[src/rtl/truth_table_sequencer_pkg.sv]
`default_nettype none
// ============================================================================
// Module      : truth_table_sequencer_pkg
// Description : Shared FSM state encoding and default expected truth table
//               for the truth-table sequencer.
// Revision    : 1.0 - initial release
// ============================================================================
package truth_table_sequencer_pkg;

  // Sequencer states; DONE acts like IDLE but holds the sweep verdict
  typedef enum logic [1:0] {
    ST_IDLE = 2'd0,
    ST_RUN  = 2'd1,
    ST_DONE = 2'd2
  } state_t;

  // Majority-of-three: D is high for vectors 3, 5, 6 and 7
  localparam logic [7:0] DEFAULT_EXP_TT = 8'hE8;

endpackage
`default_nettype wire

[src/rtl/truth_table_sequencer_hold_timer.sv]
`default_nettype none
// ============================================================================
// Module      : hold_timer
// Description : Counts 0..HOLD-1 while not cleared and flags the last cycle
//               of each hold window, then wraps to 0.
// Revision    : 1.0 - initial release
// ============================================================================
module hold_timer #(
  parameter int HOLD = 20
) (
  input  logic clk,
  input  logic rst_n,
  input  logic clear,
  output logic tc
);

  localparam int            CW       = (HOLD > 1) ? $clog2(HOLD) : 1;
  localparam logic [CW-1:0] CNT_LAST = CW'(HOLD - 1);
  localparam logic [CW-1:0] CNT_ONE  = CW'(1);

  logic [CW-1:0] r_cnt;

  // Terminal count only counts while the window is actually running
  assign tc = (r_cnt == CNT_LAST) && !clear;

  // Hold-window counter: cleared outside a sweep, wraps at the terminal count
  always_ff @(posedge clk or negedge rst_n) begin
    if (!rst_n) begin
      r_cnt <= '0;
    end else if (clear || tc) begin
      r_cnt <= '0;
    end else begin
      r_cnt <= r_cnt + CNT_ONE;
    end
  end

endmodule
`default_nettype wire

[src/rtl/truth_table_sequencer.sv]
`default_nettype none
// ============================================================================
// Module      : truth_table_sequencer
// Description : Sweeps every input vector of a small combinational circuit,
//               holds each for HOLD cycles, samples the output at the end of
//               the window and scores it against an expected truth table.
// Revision    : 1.0 - initial release
// ============================================================================
module truth_table_sequencer
  import truth_table_sequencer_pkg::*;
#(
  parameter int                   N_IN   = 3,
  parameter int                   HOLD   = 20,
  parameter logic [2**N_IN-1:0]   EXP_TT = DEFAULT_EXP_TT
) (
  input  logic            clk,
  input  logic            rst_n,
  input  logic            start,
  input  logic            dut_d,
  output logic [N_IN-1:0] stim,
  output logic            busy,
  output logic            smp_valid,
  output logic [N_IN-1:0] smp_vec,
  output logic            smp_ok,
  output logic            done,
  output logic            pass,
  output logic [N_IN:0]   err_cnt,
  output logic [N_IN-1:0] first_fail
);

  localparam logic [N_IN-1:0] LAST_VEC = '1;
  localparam logic [N_IN-1:0] VEC_ONE  = N_IN'(1);
  localparam logic [N_IN:0]   ERR_ONE  = (N_IN + 1)'(1);

  state_t r_state;
  logic   w_tc;
  logic   w_match;

  // Window timer runs only while a sweep is in progress
  hold_timer #(
    .HOLD (HOLD)
  ) u_hold_timer (
    .clk   (clk),
    .rst_n (rst_n),
    .clear (r_state != ST_RUN),
    .tc    (w_tc)
  );

  assign w_match = (dut_d == EXP_TT[stim]);

  // Sweep FSM with vector counter, compare and error tracking
  always_ff @(posedge clk or negedge rst_n) begin
    if (!rst_n) begin
      r_state    <= ST_IDLE;
      stim       <= '0;
      busy       <= 1'b0;
      smp_valid  <= 1'b0;
      smp_vec    <= '0;
      smp_ok     <= 1'b0;
      done       <= 1'b0;
      pass       <= 1'b0;
      err_cnt    <= '0;
      first_fail <= '0;
    end else begin
      smp_valid <= 1'b0;
      case (r_state)
        ST_IDLE, ST_DONE: begin
          if (start) begin
            r_state    <= ST_RUN;
            busy       <= 1'b1;
            stim       <= '0;
            done       <= 1'b0;
            pass       <= 1'b0;
            err_cnt    <= '0;
            first_fail <= '0;
          end
        end
        ST_RUN: begin
          if (w_tc) begin
            smp_valid <= 1'b1;
            smp_vec   <= stim;
            smp_ok    <= w_match;
            if (!w_match) begin
              err_cnt <= err_cnt + ERR_ONE;
              // Only the first mismatch of a sweep records its vector
              if (err_cnt == '0) begin
                first_fail <= stim;
              end
            end
            if (stim == LAST_VEC) begin
              // Final sample folds into the verdict in the same edge
              r_state <= ST_DONE;
              busy    <= 1'b0;
              done    <= 1'b1;
              stim    <= '0;
              pass    <= (err_cnt == '0) && w_match;
            end else begin
              stim <= stim + VEC_ONE;
            end
          end
        end
        default: begin
          r_state <= ST_IDLE;
          busy    <= 1'b0;
        end
      endcase
    end
  end

endmodule
`default_nettype wire

[config.mk]
export PLATFORM = sky130hd
export DESIGN_NAME = truth_table_sequencer
export DESIGN_NICKNAME = d
export VERILOG_FILES = /design/src/rtl/truth_table_sequencer_pkg.sv /design/src/rtl/truth_table_sequencer_hold_timer.sv /design/src/rtl/truth_table_sequencer.sv
export SDC_FILE = /design/constraint.sdc
export NUM_CORES = 1
export LEC_CHECK = 0
export CORE_MARGIN = 8
export CORE_UTILIZATION = 51
export DETAILED_ROUTE_END_ITERATION = 12
export PLACE_DENSITY = 0.77
export SYNTH_ARGS = -nofsm -noshare
export SYNTH_HDL_FRONTEND = slang
export SYNTH_SLANG_ARGS = --single-unit
[constraint.sdc]
create_clock -name clk -period 2.3 [get_ports clk]
set_clock_uncertainty 0.1 [all_clocks]
set_input_delay 0.23 -clock clk [delete_from_list [all_inputs] [get_ports clk]]
set_output_delay 0.23 -clock clk [all_outputs]
set_load 0.05 [all_outputs]
# Word level (Yosys, flattened, before mapping)
# Memories as Yosys holds them, arrays and structs flattened.
# Cells that the tools add are included.
[word_totals]
ff_bits = 25
mem_bits_ro = 8
in_bits = 4
out_inout_bits = 18
word_cells = 72
mem_count = 1
[memory_table]
columns = ["name", "words", "word_bits", "read_ports", "rd_ports_with_merged_regs", "write_ports", "line_no", "text"]
rows = [
  ["(no name shown)", 8, 1, 1, 0, 0, "truth_table_sequencer.sv:49", "assign w_match = (dut_d == EXP_TT[stim]);"],
]
[classes]
n_addsub = 3
order_cmp = 1
eq_ne = 11
muxes = 31
n_reduce_logical = 14
[op_table]
columns = ["cell", "n"]
rows = [
  ["3-bit 2-to-1 mux", 6],
  ["4-bit 2-to-1 mux", 3],
  ["3-bit one-hot mux with 2 select lines", 2],
  ["1-bit 2-to-1 mux", 11],
  ["2-bit inequality test (second input constant)", 4],
  ["4-bit one-hot mux with 2 select lines", 1],
  ["4-bit AND reduction", 2],
  ["2-bit 2-to-1 mux", 3],
  ["1-bit one-hot mux with 2 select lines", 3],
  ["3-bit AND reduction", 2],
  ["5-bit by 1-bit adder with 5-bit output (second input constant)", 1],
  ["5-bit == test (second input constant)", 1],
  ["5-bit 2-to-1 mux", 1],
  ["5-bit AND reduction", 1],
  ["4-bit by 1-bit adder with 4-bit output (second input constant)", 1],
  ["4-bit logical NOT", 1],
  ["3-bit by 4-bit < comparator with 1-bit output (second input constant)", 1],
  ["2-bit by 1-bit inequality test with 1-bit output (second input constant)", 2],
  ["2-bit one-hot mux with 2 select lines", 1],
  ["3-bit by 1-bit adder with 3-bit output (second input constant)", 1],
  ["3-bit == test (second input constant)", 1],
  ["2-bit by 1-bit == test with 1-bit output (second input constant)", 1],
  ["2-bit == test (second input constant)", 1],
  ["1-bit logical AND", 2],
  ["other kinds (7)", 7],
]

# Logic depth before layout (Yosys ltp)
# Gate-level depths: netlist (run 1).
[depth]
ltp_word = 7
mapped_depth = 6
mapped_depth_nobuf = 6

# Hierarchy
# From an unflattened synthesis (run 1), not the netlist that was laid out.
[unflattened]
cells_unflattened = 124
hier_area_um2 = 1237.4
[by_module_without_submodules]
columns = ["module", "n_inst", "cells_each", "area_each_um2", "seq_area_each_um2"]
rows = [
  ["truth_table_sequencer", 1, 101, 980.9, 500.5],
  ["hold_timer", 1, 23, 256.5, 125.1],
]

# Least setup slack after synthesis (run 1)
# No wires, ideal clock.
[synth_timing]
path_kind = "reg2reg"
startpoint = "reg stim[0]"
endpoint = "reg pass"
setup_time_ns = 0.110
arrival_ns = 1.956
required_time_ns = 2.090
path_slack_ns = 0.134
path_stages_with_launch = 7
path_buffers = 0
synth_period_minus_slack_ns = 2.166
cell_sequence = "dfrtp_1 > inv_1 > ha_1 > and2_1 > o21a_1 > or2_1 > o41ai_1"
[synth_between]
elab_chain_cells = 7
word_cells_on_any_way = 10
classes_between = "eq/ne (3); mux (4); reduce/logical (2); memory (1)"
[synth_lines]
columns = ["element", "line_no", "text"]
rows = [
  ["start, declared", "truth_table_sequencer.sv:20", "output logic [N_IN-1:0] stim,"],
  ["start signal, assigned", "truth_table_sequencer.sv:98", "stim <= stim + VEC_ONE;"],
  ["memory read 8 x 1 bit", "--", ""],
  ["1-bit 2-to-1 mux (implied by the code)", "truth_table_sequencer.sv:49", ""],
  ["1-bit == test", "truth_table_sequencer.sv:49", ""],
  ["1-bit logical AND", "truth_table_sequencer.sv:96", "pass <= (err_cnt == '0) && w_match;"],
  ["1-bit 2-to-1 mux", "truth_table_sequencer.sv:90", "if (stim == LAST_VEC) begin"],
  ["1-bit 2-to-1 mux", "truth_table_sequencer.sv:79", "if (w_tc) begin"],
  ["1-bit one-hot mux with 2 select lines", "truth_table_sequencer.sv:66", "case (r_state)"],
  ["end signal, assigned", "truth_table_sequencer.sv:96", ""],
  ["end, declared", "truth_table_sequencer.sv:26", "output logic pass,"],
]
# Parallel ways exist; a longest one is shown, timed or not. The select of a mux whose other input is x is not followed.
# A chain may end at the register's enable or synchronous reset.

# Worst setup path after layout (run 1)
[layout_timing]
startpoint = "reg err_cnt[0]"
endpoint = "reg first_fail[2]"
[layout_between]
elab_chain_cells = 3
[layout_lines]
columns = ["element", "line_no", "text"]
rows = [
  ["start, declared", "truth_table_sequencer.sv:27", "output logic [N_IN:0] err_cnt,"],
  ["start signal, assigned", "truth_table_sequencer.sv:84", "err_cnt <= err_cnt + ERR_ONE;"],
  ["4-bit logical NOT", "truth_table_sequencer.sv:86", "if (err_cnt == '0) begin"],
  ["2-bit inequality test (no source line)", "--", ""],
  ["5-bit AND reduction (no source line)", "--", ""],
  ["end signal, assigned", "truth_table_sequencer.sv:87", "first_fail <= stim;"],
  ["end, declared", "truth_table_sequencer.sv:28", "output logic [N_IN-1:0] first_fail"],
]
# No other way between the ends.

==> results of run 1 <==
[placed cells by master (no fill, tap or decap), types with 2 or more instances in the layout]
master and n:
buf_4 3, o21ai_0 10, clkbuf_4 3, nor2b_1 2, o22ai_1 3, clkdlybuf4s50_1 21
nor2_1 8, o211ai_1 2, a32o_1 2, and2_1 3, o31ai_1 5, a21oi_1 4
nor3_1 2, ha_1 6, inv_1 13, nand2_1 10, or3_1 3, nand3_1 3
dfrtp_1 25, nand2b_1 3
[power groups by stage]
| stage | combinational, W | clock (W) | sequential (W) |
|---|---|---|---|
| 4_1_cts | 0.000708 | 0.000203 | 0.000648 |
| 3_5_place_dp | 0.000707 | 0 | 0.000655 |
| 5_1_grt | 0.000762 | 0.000219 | 0.000666 |
| 2_1_floorplan | 0.000273 | 0 | 0.000854 |
| 3_3_place_gp | 0.000684 | 0 | 0.000647 |
| 6_report | 0.000700 | 0.000199 | 0.000649 |
[per-layer routing]
layer  vias up  wire length, um  track usage [%]  share of wire, %
met3         6              177             4.07               6.5
met5         -                0                0                 0
met1       490             1240             16.2                45
met2        24             1260             21.6                46
met4         0               55             6.93               2.0
li1        516                -                -                 -
[registers in the layout, summed over array words and instances, names as in the netlist]
register	flops
u_hold_timer.r_cnt	5
err_cnt	4
done	1
pass	1
busy	1
smp_ok	1
smp_valid	1
smp_vec	3
stim	3
r_state	2
first_fail	3
[worst max-delay path, delay by kind of cell (launching register included)]
family	cells	cell delay (ns)
simple gates	2	0.74
buf+inv	1	0.09
fa+ha+maj	1	0.19
compound gates	2	0.34
flops	1	0.47
[worst min-delay path by stage]
| stage | start | cells after the start | endpoint | slack [ns] |
|---|---|---|---|---|
| 3_3_place_gp | u_hold_timer.r_cnt[0]$_DFF_PN0_ | 1 | u_hold_timer.r_cnt[0]$_DFF_PN0_ | 0.36 |
| 4_1_cts | rst_n | 2 | first_fail[1]$_DFFE_PN0P_ | 0.15 |
| 2_1_floorplan | rst_n | 0 | busy$_DFFE_PN0P_ | -0.17 |
| 6_report | rst_n | 2 | first_fail[1]$_DFFE_PN0P_ | 0.14 |
| 5_1_grt | rst_n | 2 | smp_vec[2]$_DFFE_PN0P_ | 0.19 |
| 3_5_place_dp | u_hold_timer.r_cnt[0]$_DFF_PN0_ | 1 | u_hold_timer.r_cnt[0]$_DFF_PN0_ | 0.36 |
[logic make-up (layout without fill, tap and decap cells)]
| kind of cell | Yosys count | after routing |
|---|---|---|
| simple gates | 43 | 43 |
| compound gates | 36 | 36 |
| flops | 25 | 25 |
| buf+inv | 17 | 42 |
| fa+ha+maj | 6 | 6 |
| xor+xnor | 1 | 1 |
| mux | 1 | 1 |
[per-stage QoR]
stage / setup WS [ns] / util [%]
after floorplan: 0.134 / -
after global placement: 0.209 / 63.2
after detailed placement: 0.163 / 63.2
after CTS: 0.260 / 64.4
after global routing: 0.154 / 64.4
final: 0.251 / 64.4
[cell type report]
cell class	count	area, um2	area share, %
Timing Repair Buffer	24	233	14.9
Clock buffer	3	22.5	1.44
Tap cell	30	37.5	2.40
Sequential cell	25	626	40.0
Clock inverter	1	5.00	0.320
Multi-Input combinational cell	87	589	37.6
Inverter	14	52.6	3.36
==> impl_metrics.yaml, run 1 <==
synthesis:
  synthTopCellsByCount: "25 x dfrtp_1, 13 x inv_1, 10 x nand2_1, 10 x o21ai_0, 8 x nor2_1"
  synth_xor_area_share_pct: 0.684
  synth_most_common_cell: "dfrtp_1"
  synth_top_family_by_area: "compound AO/OA/AOI/OAI gates"
  avgSynthCellArea_um2: 9.92
  yosys.area_share.simple_pct: 19.1
  synth_top_area_share_pct: 48.9
  yosys-top-cells-area: "dfrtp_1 49%, ha_1 5.9%, o21ai_0 3.9%, inv_1 3.8%, nand2_1 2.9%"
  synth_flop_cell: "dfrtp_1"
  synth_area_leader_cell: "dfrtp_1"
  syn_inst: 129
  ys_types: 41
  yosys_warnings: 0
  postSynthRegisterBits: 25
  ys_seq_area_share_pct: 48.9
  synthArstFlopShare_pct: 100
  synth-compound-area-share_pct: 19.6
  synthMuxAreaShare_pct: 0.880
  synth.net_count: 139
  synth_edf_count: 0
  synth_area_mm2: 0.00128
  synth_fa_ha_area_share_pct: 5.87
timing:
  fmax_mhz: 488
  maxSlewViolCount: 0
  tightest_slew_ns: 0.498
  setup_viol: 0
  grt_setup_unrepaired: "false"
  timing.hold.ws_ns: 0.144
  slew_headroom_pct: 66.6
  post-route-period-util_pct: 89.1
  hold_viol: 0
  finalCriticalPeriod_ns: 2.05
  setup_tns_ns: 0
worst_setup_path:
  crit_type: "flip-flop to flip-flop"
  worst_setup_path_start_kind: "flip-flop"
  critPathMaxFanout: 7
  reg2reg_from: "err_cnt[0]$_DFFE_PN0P_"
  endpoint: "first_fail[2]$_DFFE_PN0P_"
  slowest_delay_ns: 0.47
  r2r_setup_slack_ns: 0.25
  cp.arrival_ns: 2.16
  crit_chain: "inv_1 -> ha_1 -> or4b_1 -> or3_1 -> a31oi_2 -> o22ai_1"
  timing.critical_path.from: "err_cnt[0]$_DFFE_PN0P_"
  required_ns: 2.41
  slowest_stage: "dfrtp_1"
  ff2ff_path_depth: 6
  worst_setup_path_end_kind: "flip-flop"
  rr_endpoint: "first_fail[2]$_DFFE_PN0P_"
cts:
  root_buffer: "clkbuf_4"
  cts_sinks: 25
  clkTransAtPathRegs_ns: 0.14
  cts_tree: "built"
  clockBufferDepth: 2
  htree_levels: 1
  ctsResizeCount: 0
  post-cts-setup-buffers: 0
  ctsHoldBuffers: 0
  numCtsBuffers: 3
  worstSkewPairLatency_ns: 0.32
global_route:
  grt_pass1_wl_mm: 4.72
  grt_overflow: 0
  grt_use_total_pct: 13.6
  grt_max_degree: 26
  antenna_found_initial: 0
  grt_pass1_vias: 1043
die:
  io_pins: 22
  die_area_mm2: 0.00437
  core_mm2: 0.00243
  start_util_pct: 52.6
  dieHeight_um: 66.1
  rows: 18
  fp.dieW_um: 66.1
detailed_routing:
  wl_per_cell_um: 14.8
  drc: 0
  routed_wl_mm: 2.73
  via_per_inst: 5.63
  drtIter0Drc: 47
  ant_nets: 0
  vias: 1036
  drtPass1Iterations: 4
pwr:
  swShare_pct: 43.3
  leakagePower_nw: 0.678
  p_clk_share_pct: 12.9
  p_int_w: 0.000879
  totalPowerFinal_w: 0.00155
  p_switching_w: 0.000670
  power_density_mw_per_mm2: 989
  pwr-share-seq_pct: 41.9
  combPwrFrac_pct: 45.2
  vdd_drop_max_uv: 689
cells_and_area:
  n_antenna_cell: 0
  fillers: 219
  drive_above_1_share_pct: 8.44
  areaGrowthSynthToFinish_pct: 22.3
  stdcell_count: 184
  fin_nets: 165
  final_area_mm2: 0.00157
run_status:
  status: "finished clean"
placement:
  hpwl_mm: 2.10
  gp_congestion: 0.807
  placed_area_mm2: 0.00154
  io_buffers: 21
  placed_cells: 180
run:
  drv_cap: 0
min_path:
  hold_path_class: "input pin to asynchronous set/reset pin"
Note: power is estimated with default switching activity, not from simulation.
==> run 2, diff against run 1 <==
Settings changed: PLACE_DENSITY 0.77 to 0.78, SYNTH_HIERARCHICAL from default to 1.
==> run 2 against run 1 <==
  * Core utilization is 0.27 points higher
  * Register-to-register slack lost 0.13 ns
  * Clock-buffer cell count unchanged
==> impl_metrics.yaml, run 2 <==
cts:
  cts_sinks: 25
  clkTransAtPathRegs_ns: 0.14
  ctsResizeCount: 0
  post-cts-setup-buffers: 0
  root_buffer: "clkbuf_4"
  numCtsBuffers: 3
  worstSkewPairLatency_ns: 0.31
  clockBufferDepth: 2
  ctsHoldBuffers: 0
  htree_levels: 1
  cts_tree: "built"
worst_setup_path:
  r2r_setup_slack_ns: 0.12
  required_ns: 2.45
  crit_type: "flip-flop to flip-flop"
  ff2ff_path_depth: 8
  worst_setup_path_start_kind: "flip-flop"
  rr_endpoint: "first_fail[0]$_DFFE_PN0P_"
  cp.arrival_ns: 2.33
  worst_setup_path_end_kind: "flip-flop"
  reg2reg_from: "r_state[1]$_DFFE_PN0P_"
  critPathMaxFanout: 9
synthesis:
  synth_top_area_share_pct: 50.6
  synthArstFlopShare_pct: 100
  synth_edf_count: 0
  synth-compound-area-share_pct: 11.9
  synth_most_common_cell: "dfrtp_1"
  avgSynthCellArea_um2: 9.98
  synth.net_count: 134
  synth_flop_cell: "dfrtp_1"
  ys_types: 38
  yosys.area_share.simple_pct: 26.2
  synth_xor_area_share_pct: 1.42
  ys_seq_area_share_pct: 50.6
  synth_area_leader_cell: "dfrtp_1"
  synth_fa_ha_area_share_pct: 6.07
  yosys-top-cells-area: "dfrtp_1 51%, nand2_1 6.4%, ha_1 6.1%, nand3_1 2.8%, a32o_1 2.4%"
  synth_top_family_by_area: "simple AND/OR/NAND/NOR gates"
  postSynthRegisterBits: 25
  yosys_warnings: 6
  syn_inst: 124
  synthTopCellsByCount: "25 x dfrtp_1, 21 x nand2_1, 7 x nand3_1"
  synth_area_mm2: 0.00124
  synthMuxAreaShare_pct: 0.809
die:
  io_pins: 22
  rows: 18
  start_util_pct: 51.8
  dieHeight_um: 65.3
  core_mm2: 0.00239
  fp.dieW_um: 65.3
  die_area_mm2: 0.00426
timing:
  tightest_slew_ns: 0.510
  finalCriticalPeriod_ns: 2.18
  fmax_mhz: 458
  timing.hold.ws_ns: 0.152
  slew_headroom_pct: 65.9
  post-route-period-util_pct: 94.8
  hold_viol: 0
  layout_setup_ws_ns: 0.119
  grt_setup_unrepaired: "false"
  setup_tns_ns: 0
  setup_viol: 0
  maxSlewViolCount: 0
cells_and_area:
  largest_reg_flops: 5
  final_area_mm2: 0.00154
  layout_commonest_cell: "dfrtp_1"
  n_antenna_cell: 0
  largest_registers: "u_hold_timer/r_cnt: 5 flops, err_cnt: 4 flops"
  areaGrowthSynthToFinish_pct: 24.7
  final_cell_mix: "25 x dfrtp_1, 21 x nand2_1, 21 x clkdlybuf4s50_1"
  drive_above_1_share_pct: 11.2
  regMostFlops: "u_hold_timer/r_cnt"
  fin_nets: 163
  stdcell_count: 182
global_route:
  grt_max_degree: 26
  grt_pass1_wl_mm: 4.93
  grt_overflow: 0
  grt_pass1_vias: 1062
  antenna_found_initial: 0
  grt_use_total_pct: 14.4
min_path:
  hold_path_class: "input pin to asynchronous set/reset pin"
placement:
  place_ws_ns: 0.177
  placed_area_mm2: 0.00152
  placed_cells: 178
  io_buffers: 21
  gp_congestion: 0.775
  hpwl_mm: 2.14
pwr:
  vdd_drop_max_uv: 534
  leakagePower_nw: 0.706
  power_density_mw_per_mm2: 853
detailed_routing:
  top_layer: "met4"
  wl_met2_mm: 1.49
  wl_per_cell_um: 15.6
  drc: 0
  ant_nets: 0
  via_per_inst: 5.52
  routed-wl-met3_um: 111
  drtIter0Drc: 32
  wirelength_met1_mm: 1.21
  routed_wl_mm: 2.83
  vias: 1005
  drtPass1Iterations: 4
run_status:
  status: "finished clean"
run:
  drv_cap: 0
## run 2: cell count changes after synthesis, moves of 6 or more
cell	change
o21ai_0	-7
o21ai_1	+6
inv_1	-7
nand2_1	+11
## run 2: how the worst max path moves through the flow
stage,start,to,slack [ns]
5_1_grt,r_state[1]$_DFFE_PN0P_,first_fail[0]$_DFFE_PN0P_,0.03
6_report,r_state[1]$_DFFE_PN0P_,first_fail[0]$_DFFE_PN0P_,0.12
2_1_floorplan,stim[0]$_DFFE_PN0P_,first_fail[0]$_DFFE_PN0P_,0.23
3_3_place_gp,r_state[1]$_DFFE_PN0P_,first_fail[0]$_DFFE_PN0P_,0.30
3_5_place_dp,r_state[1]$_DFFE_PN0P_,first_fail[0]$_DFFE_PN0P_,0.18
4_1_cts,r_state[1]$_DFFE_PN0P_,first_fail[0]$_DFFE_PN0P_,0.13
## run 2: layout make-up
class / instances / area, um2
fillers: 215 / 845
clock inverters: 1 / 5.00
well taps: 30 / 37.5
repair buffers: 26 / 248
inverters: 8 / 30.0
clock buffers: 3 / 22.5
flip-flops and latches: 25 / 626
multi-input cells: 89 / 574
## run 2: layer usage
metal  GRT usage (%)  vias up
met2            25.2       16
met5               0        -
met3            3.40        4
met4            6.54        0
met1            16.1      494
li1                -      491
## run 2: logic make-up (layout without fill, tap and decap cells)
kind of cell	Yosys count	count (layout)
flops	25	25
buf+inv	10	38
simple gates	58	58
fa+ha+maj	6	6
mux	1	1
xor+xnor	2	2
compound gates	22	22
## run 2: worst max-delay path: stages, from the launching register on
cell,delay (ns)
dfrtp_1,0.43
and2b_2,0.27
inv_2,0.10
nor4_1,0.25
buf_4,0.17
nand2b_1,0.06
or4_4,0.45
nand2_2,0.12
a32o_1,0.18
## run 2: power breakdown
group / switching, W / internal [W] / leakage [nW]
Combinational: 0.000307 / 0.000198 / 0.357
Sequential: 0.0000965 / 0.000522 / 0.332
Clock: 0.000126 / 0.0000649 / 0.0177
## run 2: stage by stage
step | utilization, % | total power (W)
6_report | 64.6 | 0.00132
2_1_floorplan | - | 0.000956
4_1_cts | 64.6 | 0.00133
3_3_place_gp | 63.5 | 0.00112
3_5_place_dp | 63.5 | 0.00114
5_1_grt | 64.6 | 0.00141
